`src/rtl/multicycle_control_unit.sv`:
```
// Multicycle MIPS-subset control unit (lw, sw, R-type, beq, addi).
// Ports:
//   clk, reset          rising-edge clock, asynchronous active-low reset
//   OP, Funct           opcode / function field from the instruction register
//   Zero                ALU zero flag from the datapath (qualifies PCWrite in BRANCH)
//   PCWrite .. ALUSrcA  single-bit datapath controls
//   ALUSrcB             SrcB select: 00 B, 01 4, 10 SignImm, 11 SignImm<<2
//   ALUControl          0000 AND, 0001 OR, 0010 ADD, 0110 SUB, 0111 SLT
//   State_o             current state encoding
//   Illegal_o           pulse in DECODE for an unsupported instruction
//   Instr_Count_o       retired-instruction counter (wraps)
module multicycle_control_unit #(
  parameter int unsigned COUNT_WIDTH = 16
) (
  input  logic                   clk,
  input  logic                   reset,
  input  logic [5:0]             OP,
  input  logic [5:0]             Funct,
  input  logic                   Zero,
  output logic                   PCWrite,
  output logic                   IorD,
  output logic                   MemWrite,
  output logic                   IRWrite,
  output logic                   RegDst,
  output logic                   MemtoReg,
  output logic                   RegWrite,
  output logic                   PCSrc,
  output logic                   ALUSrcA,
  output logic [1:0]             ALUSrcB,
  output logic [3:0]             ALUControl,
  output logic [3:0]             State_o,
  output logic                   Illegal_o,
  output logic [COUNT_WIDTH-1:0] Instr_Count_o
);

  localparam int unsigned STATE_W = 4;

  typedef enum logic [STATE_W-1:0] {
    S_FETCH    = 4'd0,
    S_DECODE   = 4'd1,
    S_MEMADR   = 4'd2,
    S_MEMRD    = 4'd3,
    S_MEMWB    = 4'd4,
    S_MEMWR    = 4'd5,
    S_EXECUTE  = 4'd6,
    S_ALUWB    = 4'd7,
    S_BRANCH   = 4'd8,
    S_ADDIEXEC = 4'd9,
    S_ADDIWB   = 4'd10
  } state_t;

  localparam logic [5:0] OP_RTYPE = 6'b000000;
  localparam logic [5:0] OP_LW    = 6'b100011;
  localparam logic [5:0] OP_SW    = 6'b101011;
  localparam logic [5:0] OP_BEQ   = 6'b000100;
  localparam logic [5:0] OP_ADDI  = 6'b001000;

  localparam logic [5:0] FN_ADD = 6'b100000;
  localparam logic [5:0] FN_SUB = 6'b100010;
  localparam logic [5:0] FN_AND = 6'b100100;
  localparam logic [5:0] FN_OR  = 6'b100101;
  localparam logic [5:0] FN_SLT = 6'b101010;

  localparam logic [3:0] ALU_AND = 4'b0000;
  localparam logic [3:0] ALU_OR  = 4'b0001;
  localparam logic [3:0] ALU_ADD = 4'b0010;
  localparam logic [3:0] ALU_SUB = 4'b0110;
  localparam logic [3:0] ALU_SLT = 4'b0111;

  state_t                 state_q, state_d;
  logic                   is_sw_q;
  logic [COUNT_WIDTH-1:0] count_q;
  logic                   funct_legal_c;
  logic [3:0]             funct_alu_c;
  logic                   decode_illegal_c;
  logic                   retire_c;

  // Funct field decode shared by DECODE legality and EXECUTE ALU select
  always_comb begin
    funct_legal_c = 1'b1;
    funct_alu_c   = ALU_ADD;
    case (Funct)
      FN_ADD:  funct_alu_c = ALU_ADD;
      FN_SUB:  funct_alu_c = ALU_SUB;
      FN_AND:  funct_alu_c = ALU_AND;
      FN_OR:   funct_alu_c = ALU_OR;
      FN_SLT:  funct_alu_c = ALU_SLT;
      default: funct_legal_c = 1'b0;
    endcase
  end

  assign decode_illegal_c = !((OP == OP_LW) || (OP == OP_SW) || (OP == OP_BEQ) ||
                              (OP == OP_ADDI) || ((OP == OP_RTYPE) && funct_legal_c));

  // State register
  always_ff @(posedge clk or negedge reset) begin
    if (!reset) state_q <= S_FETCH;
    else        state_q <= state_d;
  end

  // lw/sw choice captured in DECODE so OP is free to change afterwards
  always_ff @(posedge clk or negedge reset) begin
    if (!reset)                     is_sw_q <= 1'b0;
    else if (state_q == S_DECODE)   is_sw_q <= (OP == OP_SW);
  end

  // Retire happens on the edge leaving the last state of each instruction
  assign retire_c = (state_q == S_MEMWB) || (state_q == S_MEMWR) || (state_q == S_ALUWB) ||
                    (state_q == S_BRANCH) || (state_q == S_ADDIWB);

  always_ff @(posedge clk or negedge reset) begin
    if (!reset)        count_q <= '0;
    else if (retire_c) count_q <= count_q + COUNT_WIDTH'(1);
  end

  // Next-state logic
  always_comb begin
    state_d = S_FETCH;
    case (state_q)
      S_FETCH:  state_d = S_DECODE;
      S_DECODE: begin
        if ((OP == OP_LW) || (OP == OP_SW))           state_d = S_MEMADR;
        else if ((OP == OP_RTYPE) && funct_legal_c)   state_d = S_EXECUTE;
        else if (OP == OP_BEQ)                        state_d = S_BRANCH;
        else if (OP == OP_ADDI)                       state_d = S_ADDIEXEC;
        else                                          state_d = S_FETCH;
      end
      S_MEMADR:   state_d = is_sw_q ? S_MEMWR : S_MEMRD;
      S_MEMRD:    state_d = S_MEMWB;
      S_EXECUTE:  state_d = S_ALUWB;
      S_ADDIEXEC: state_d = S_ADDIWB;
      default:    state_d = S_FETCH;
    endcase
  end

  // Output decode; write enables and Illegal_o are held low during reset
  always_comb begin
    PCWrite    = 1'b0;
    IorD       = 1'b0;
    MemWrite   = 1'b0;
    IRWrite    = 1'b0;
    RegDst     = 1'b0;
    MemtoReg   = 1'b0;
    RegWrite   = 1'b0;
    PCSrc      = 1'b0;
    ALUSrcA    = 1'b0;
    ALUSrcB    = 2'b00;
    ALUControl = ALU_ADD;
    Illegal_o  = 1'b0;
    case (state_q)
      S_FETCH: begin
        ALUSrcB = 2'b01;
        IRWrite = 1'b1;
        PCWrite = 1'b1;
      end
      S_DECODE: begin
        ALUSrcB   = 2'b11;
        Illegal_o = decode_illegal_c;
      end
      S_MEMADR: begin
        ALUSrcA = 1'b1;
        ALUSrcB = 2'b10;
      end
      S_MEMRD: IorD = 1'b1;
      S_MEMWB: begin
        MemtoReg = 1'b1;
        RegWrite = 1'b1;
      end
      S_MEMWR: begin
        IorD     = 1'b1;
        MemWrite = 1'b1;
      end
      S_EXECUTE: begin
        ALUSrcA    = 1'b1;
        ALUControl = funct_alu_c;
      end
      S_ALUWB: begin
        RegDst   = 1'b1;
        RegWrite = 1'b1;
      end
      S_BRANCH: begin
        ALUSrcA    = 1'b1;
        ALUControl = ALU_SUB;
        PCSrc      = 1'b1;
        PCWrite    = Zero;
      end
      S_ADDIEXEC: begin
        ALUSrcA = 1'b1;
        ALUSrcB = 2'b10;
      end
      S_ADDIWB: RegWrite = 1'b1;
      default: ;
    endcase
    if (!reset) begin
      PCWrite   = 1'b0;
      MemWrite  = 1'b0;
      IRWrite   = 1'b0;
      RegWrite  = 1'b0;
      Illegal_o = 1'b0;
    end
  end

  assign State_o       = state_q;
  assign Instr_Count_o = count_q;

endmodule
```
`config.mk`:
```
export PLATFORM = sky130hd
export DESIGN_NAME = multicycle_control_unit
export DESIGN_NICKNAME = d
export VERILOG_FILES = /design/src/rtl/multicycle_control_unit.sv
export SDC_FILE = /design/constraint.sdc
export NUM_CORES = 1
export LEC_CHECK = 0
export CORE_MARGIN = 8
export CORE_UTILIZATION = 44
export DETAILED_ROUTE_END_ITERATION = 10
export HOLD_SLACK_MARGIN = 0.02
export PLACE_DENSITY_LB_ADDON = 0.3
export SETUP_SLACK_MARGIN = 0.05
export SLEW_MARGIN = 15
export SYNTH_ARGS = -nofsm -noshare
export SYNTH_HDL_FRONTEND = slang
export SYNTH_SLANG_ARGS = --single-unit
```
`constraint.sdc`:
```
create_clock -name clk -period 2.7 [get_ports clk]
set_clock_uncertainty 0.15 [all_clocks]
set_input_delay 0.675 -clock clk [delete_from_list [all_inputs] [get_ports clk]]
set_output_delay 0.675 -clock clk [all_outputs]
set_load 0.005 [all_outputs]
```
# == Word level (Yosys, flattened, before mapping) ==
# Cells that the tools add are included.
# op_classes
n_addsub,1
eq_ne,19
mux,25
n_reduce_logical,17
# op_table
operator,n
6-bit == test (second input constant),7
4-bit case mux with 6 select lines,1
16-bit by 1-bit adder with 16-bit output (second input constant),1
4-bit by 3-bit == test with 1-bit output (second input constant),4
4-bit 2-to-1 mux,4
1-bit 2-to-1 mux,15
4-bit == test (second input constant),3
3-bit case mux with 4 select lines,1
4-bit by 2-bit == test with 1-bit output (second input constant),2
1-bit logical OR,8
4-bit case mux with 2 select lines,1
6-bit by 3-bit == test with 1-bit output (second input constant),1
6-bit by 4-bit == test with 1-bit output (second input constant),1
6-bit logical NOT,1
2-bit case mux with 3 select lines,1
5-bit OR reduction,1
4-bit by 1-bit == test with 1-bit output (second input constant),1
4-bit logical NOT,1
2-bit OR reduction,2
4-bit OR reduction,1
3-bit 2-to-1 mux,1
3-bit OR reduction,1
1-bit case mux with 2 select lines,1
1-bit logical AND,1
1-bit logical NOT,1
# totals
register_bits,21
inputBits,15
out_inout_bits,36
elab_cells,65

# == Longest topological paths before layout ==
# depth
depth_word,8
mapped_depth,6
ltp_nobuf,4

# == Worst setup path before layout ==
# OpenSTA, ideal clock, no wires.
# synth_path
path_kind,input-to-output
start,in OP[1]
end,out Illegal_o
arrival_time_ps,1589
t_required_ps,1875
path_slack_ps,286
stages,4
n_path_buf,0
path_cell_list,nor4_1 nor2b_1 a21oi_2 and3_1
# synth_via
elab_chain_len,8
word_cells_on_any_way,13
classes_between,4 x eq/ne; 2 x mux; 7 x reduce/logical
# synth_rtl
element,line,rtl
"start, declared",17,"input logic [5:0] OP,"
6-bit == test,92,assign decode_illegal_c = !((OP == OP_LW) || (OP == OP_SW) || (OP == OP_BEQ) ||
1-bit logical OR (3 in a row),92,
1-bit logical OR (*),93,(OP == OP_ADDI) || ((OP == OP_RTYPE) && funct_legal_c));
1-bit logical NOT (*),92,
1-bit 2-to-1 mux (*),150,case (state_q)
1-bit 2-to-1 mux (*),194,if (!reset) begin
"end, declared",32,"output logic Illegal_o,"
# Every way passes the cells marked *; elsewhere a longest branch is shown, timed or not.

# == Worst setup path after layout ==
# layout_path
start,"reg state_q[1], in the netlist State_o[1]"
end,out Illegal_o
# layout_via
elab_chain_len,3
# layout_rtl
element,line,rtl
"start, declared",70,"state_t state_q, state_d;"
"start signal, assigned",98,else state_q <= state_d;
4-bit by 1-bit == test with 1-bit output,150,
1-bit 2-to-1 mux,150,
1-bit 2-to-1 mux,194,
# Every way passes these cells.

==> metrics.yaml <==
run_status:
  outcome: "finished with violations"
  violations: "negative setup slack"
pwr:
  power.share.clock: 0.125
  switching_share: 0.357
  power_density_mw_per_mm2: 583
  power.leakage_nw: 1.05
  seqPwrFrac: 0.318
  cellInternalPower_mw: 0.807
  p_sw_mw: 0.447
  pwr-share-comb: 0.558
  peakVddDrop_mv: 0.312
cts:
  numCtsBuffers: 3
  cts-hold-fix-buffers: 0
  h-tree-depth: 1
  path_clk_slew_ns: 0.12
  cts_tree: "done"
  cts_sinks: 21
  ctsRootBufferMaster: "clkbuf_4"
  clkLatencyLatePin_ns: 0.32
  clockBufferDepth: 2
grt:
  grt_pass1_vias: 1504
  grt.total_usage: 0.169
  grt_max_degree: 16
  grt_pass1_wl_mm: 7.15
  antenna_found_initial: 0
  grt_overflow_total: 0
routing:
  dr.pass1.iters: 4
  drtAntennaViolNets: 0
  vias_per_cell: 5.71
  vias: 1461
  wl_mm: 4.55
  drt_drc_violations_left: 0
  dr.first_iter.drc_count: 74
  wl_per_cell_um: 17.8
synthesis:
  netlist_area_mm2: 0.00136
  avgSynthCellArea_um2: 9.37
  synthDistinctLibCells: 51
  synthCells: 145
  synthesis.nets: 161
  ys_seq_area_frac: 0.387
  synthArstFlopShare: 1.00
  synth_edf_count: 0
  yosys_most_used_dff: "dfrtp_1"
  yosys_register_bits: 21
  yosysWarnings: 0
placement:
  io_buffers: 49
  dp_hpwl_mm: 3.22
  place_ws_ns: -0.603
  gp_congestion: 0.873
timing:
  hold_viol: 0
  worstMarginPinSlew_ns: 0.682
  setup_viol: 3
  period_share: 1.04
  finalWorstSetupSlack_ns: -0.113
  fin_setup_tns_ns: -0.164
  slew_violations: 0
  finalCriticalPeriod_ns: 2.81
  rsz0062_at_grt: "true"
  slew_headroom: 0.545
  max_freq_mhz: 356
final_layout:
  layout-drive-gt1-share: 0.278
  diodes: 0
  final_common_cell: "clkdlybuf4s50_1"
  area_delta_synth_final_pct: 58.4
  fin_nets: 240
  final_cell_mix: "clkdlybuf4s50_1 (25), buf_4 (24), dfrtp_1 (21)"
critical_path:
  crit_path_max_fanout: 4
  worstPathArrival_ns: 1.99
  rr_startpoint: "State_o[3]"
  crit_type: "reg -> out"
  critPathLaunch: "State_o[1]"
  crit_required_ns: 1.88
  r2r_end: "Instr_Count_o[9]"
  timing.critical_path.to: "Illegal_o"
  critPathLaunchType: "flip-flop"
  endpoint_kind: "output pin"
  r2r_setup_slack_ns: 0.60
  reg2reg_depth: 6
floorplan:
  rows: 20
  io_pins: 51
  dieArea_mm2: 0.00512
  die_height_um: 71.6
  start_util: 0.452
  core_mm2: 0.00300
  fp.dieW_um: 71.6
run:
  maxCapViolCount: 0
hold_path:
  hp-class: "reg -> reg"
[metrics by stage]
step | instance area, um^2 | utilization | cells | hold slack [ns] | power [mW]
final | 2150 | 0.717 | 256 | 0.339 | 1.25
after global routing | 2150 | 0.717 | 256 | 0.384 | 1.32
after CTS | 2120 | 0.707 | 254 | 0.337 | 1.21
after detailed placement | 2000 | 0.665 | 241 | 0.320 | 0.995
after global placement | 2000 | 0.665 | 241 | 0.307 | 0.971
after floorplan | 1360 | - | 145 | 0.229 | 0.687
[power groups by stage]
stage	Clock, mW	Sequential, mW	Combinational, mW
finish	0.156	0.398	0.699
global route	0.169	0.405	0.751
CTS	0.156	0.397	0.657
detailed placement	0	0.405	0.590
global placement	0	0.400	0.570
floorplan	0	0.408	0.279
[cell usage after synthesis, drive strengths merged (2+ instances only)]
library cell  number  share of area
nand3              5          0.018
and3               3          0.014
nor4               7          0.037
a2bb2oi            2          0.017
nand2b             9          0.043
xnor2              3          0.019
buf                4          0.026
inv                3         0.0083
or3b               2          0.013
nand4              2         0.0092
clkbuf             2         0.0055
a31o               3          0.019
a21oi              4          0.017
xor2              14          0.090
o21ai              5          0.018
nor3b              3          0.017
or4b               2          0.017
nand2             12          0.033
dfrtp             21           0.39
o21bai             2          0.019
nor3               8          0.029
nor2              10          0.028
[cells by family (layout without fill, tap and decap cells)]
family / Yosys count / count (layout) / synth area share
xor gates and xnor gates: 17 / 17 / 0.110
and+or+nand+nor: 72 / 72 / 0.308
adders and majority gates: 1 / 1 / 0.00921
buffers and inverters: 9 / 87 / 0.0396
AOI/OAI and AO/OA: 23 / 23 / 0.135
DFF: 21 / 21 / 0.387
muxes: 1 / 1 / 0.00829
other: 1 / 1 / 0.00276
[layout make-up]
type	count	area [um^2]
Fill cell	217	851
Sequential cell	21	526
Clock inverter	1	5.00
Timing Repair Buffer	80	702
Inverter	3	11.3
Multi-Input combinational cell	115	845
Tap cell	33	41.3
Clock buffer	3	22.5
[repair_timing]
action	in CTS	in global routing
gates cloned	0	0
setup endpoints to repair	12	10
setup buffers	9	2
pin swaps	10	4
endpoints found under the hold margin	0	0
resized for setup	53	13
[layer usage]
| metal | global-route usage | vias up | wire length, um |
|---|---|---|---|
| met2 | 0.301 | 48 | 2420 |
| met5 | 0 | - | 0 |
| met3 | 0.0404 | 7 | 281 |
| met1 | 0.194 | 724 | 1800 |
| met4 | 0.0476 | 0 | 37 |
| li1 | - | 682 | - |
[worst min-delay path by stage]
stage                     slack, ns              start                end  depth (start not counted)
after global placement         0.31  Instr_Count_o[15]  Instr_Count_o[15]                          1
after floorplan                0.23              reset   Instr_Count_o[0]                          0
final                          0.34  Instr_Count_o[15]  Instr_Count_o[15]                          1
after detailed placement       0.32  Instr_Count_o[15]  Instr_Count_o[15]                          1
after CTS                      0.34  Instr_Count_o[15]  Instr_Count_o[15]                          1
after global routing           0.38  Instr_Count_o[10]  Instr_Count_o[10]                          1
[worst max-delay path, cell delays in order, from the launching register on]
cell and delay [ns]:
dfrtp_1 0.40, buf_4 0.13, or4b_4 0.51, o21bai_4 0.21, a21oi_2 0.13, and3_1 0.18
buf_2 0.11
[state kept, by name, indices dropped and copies added (netlist names)]
signal         cells
is_sw_q            1
Instr_Count_o     16
State_o            4
(Power assumes the default switching activity.)
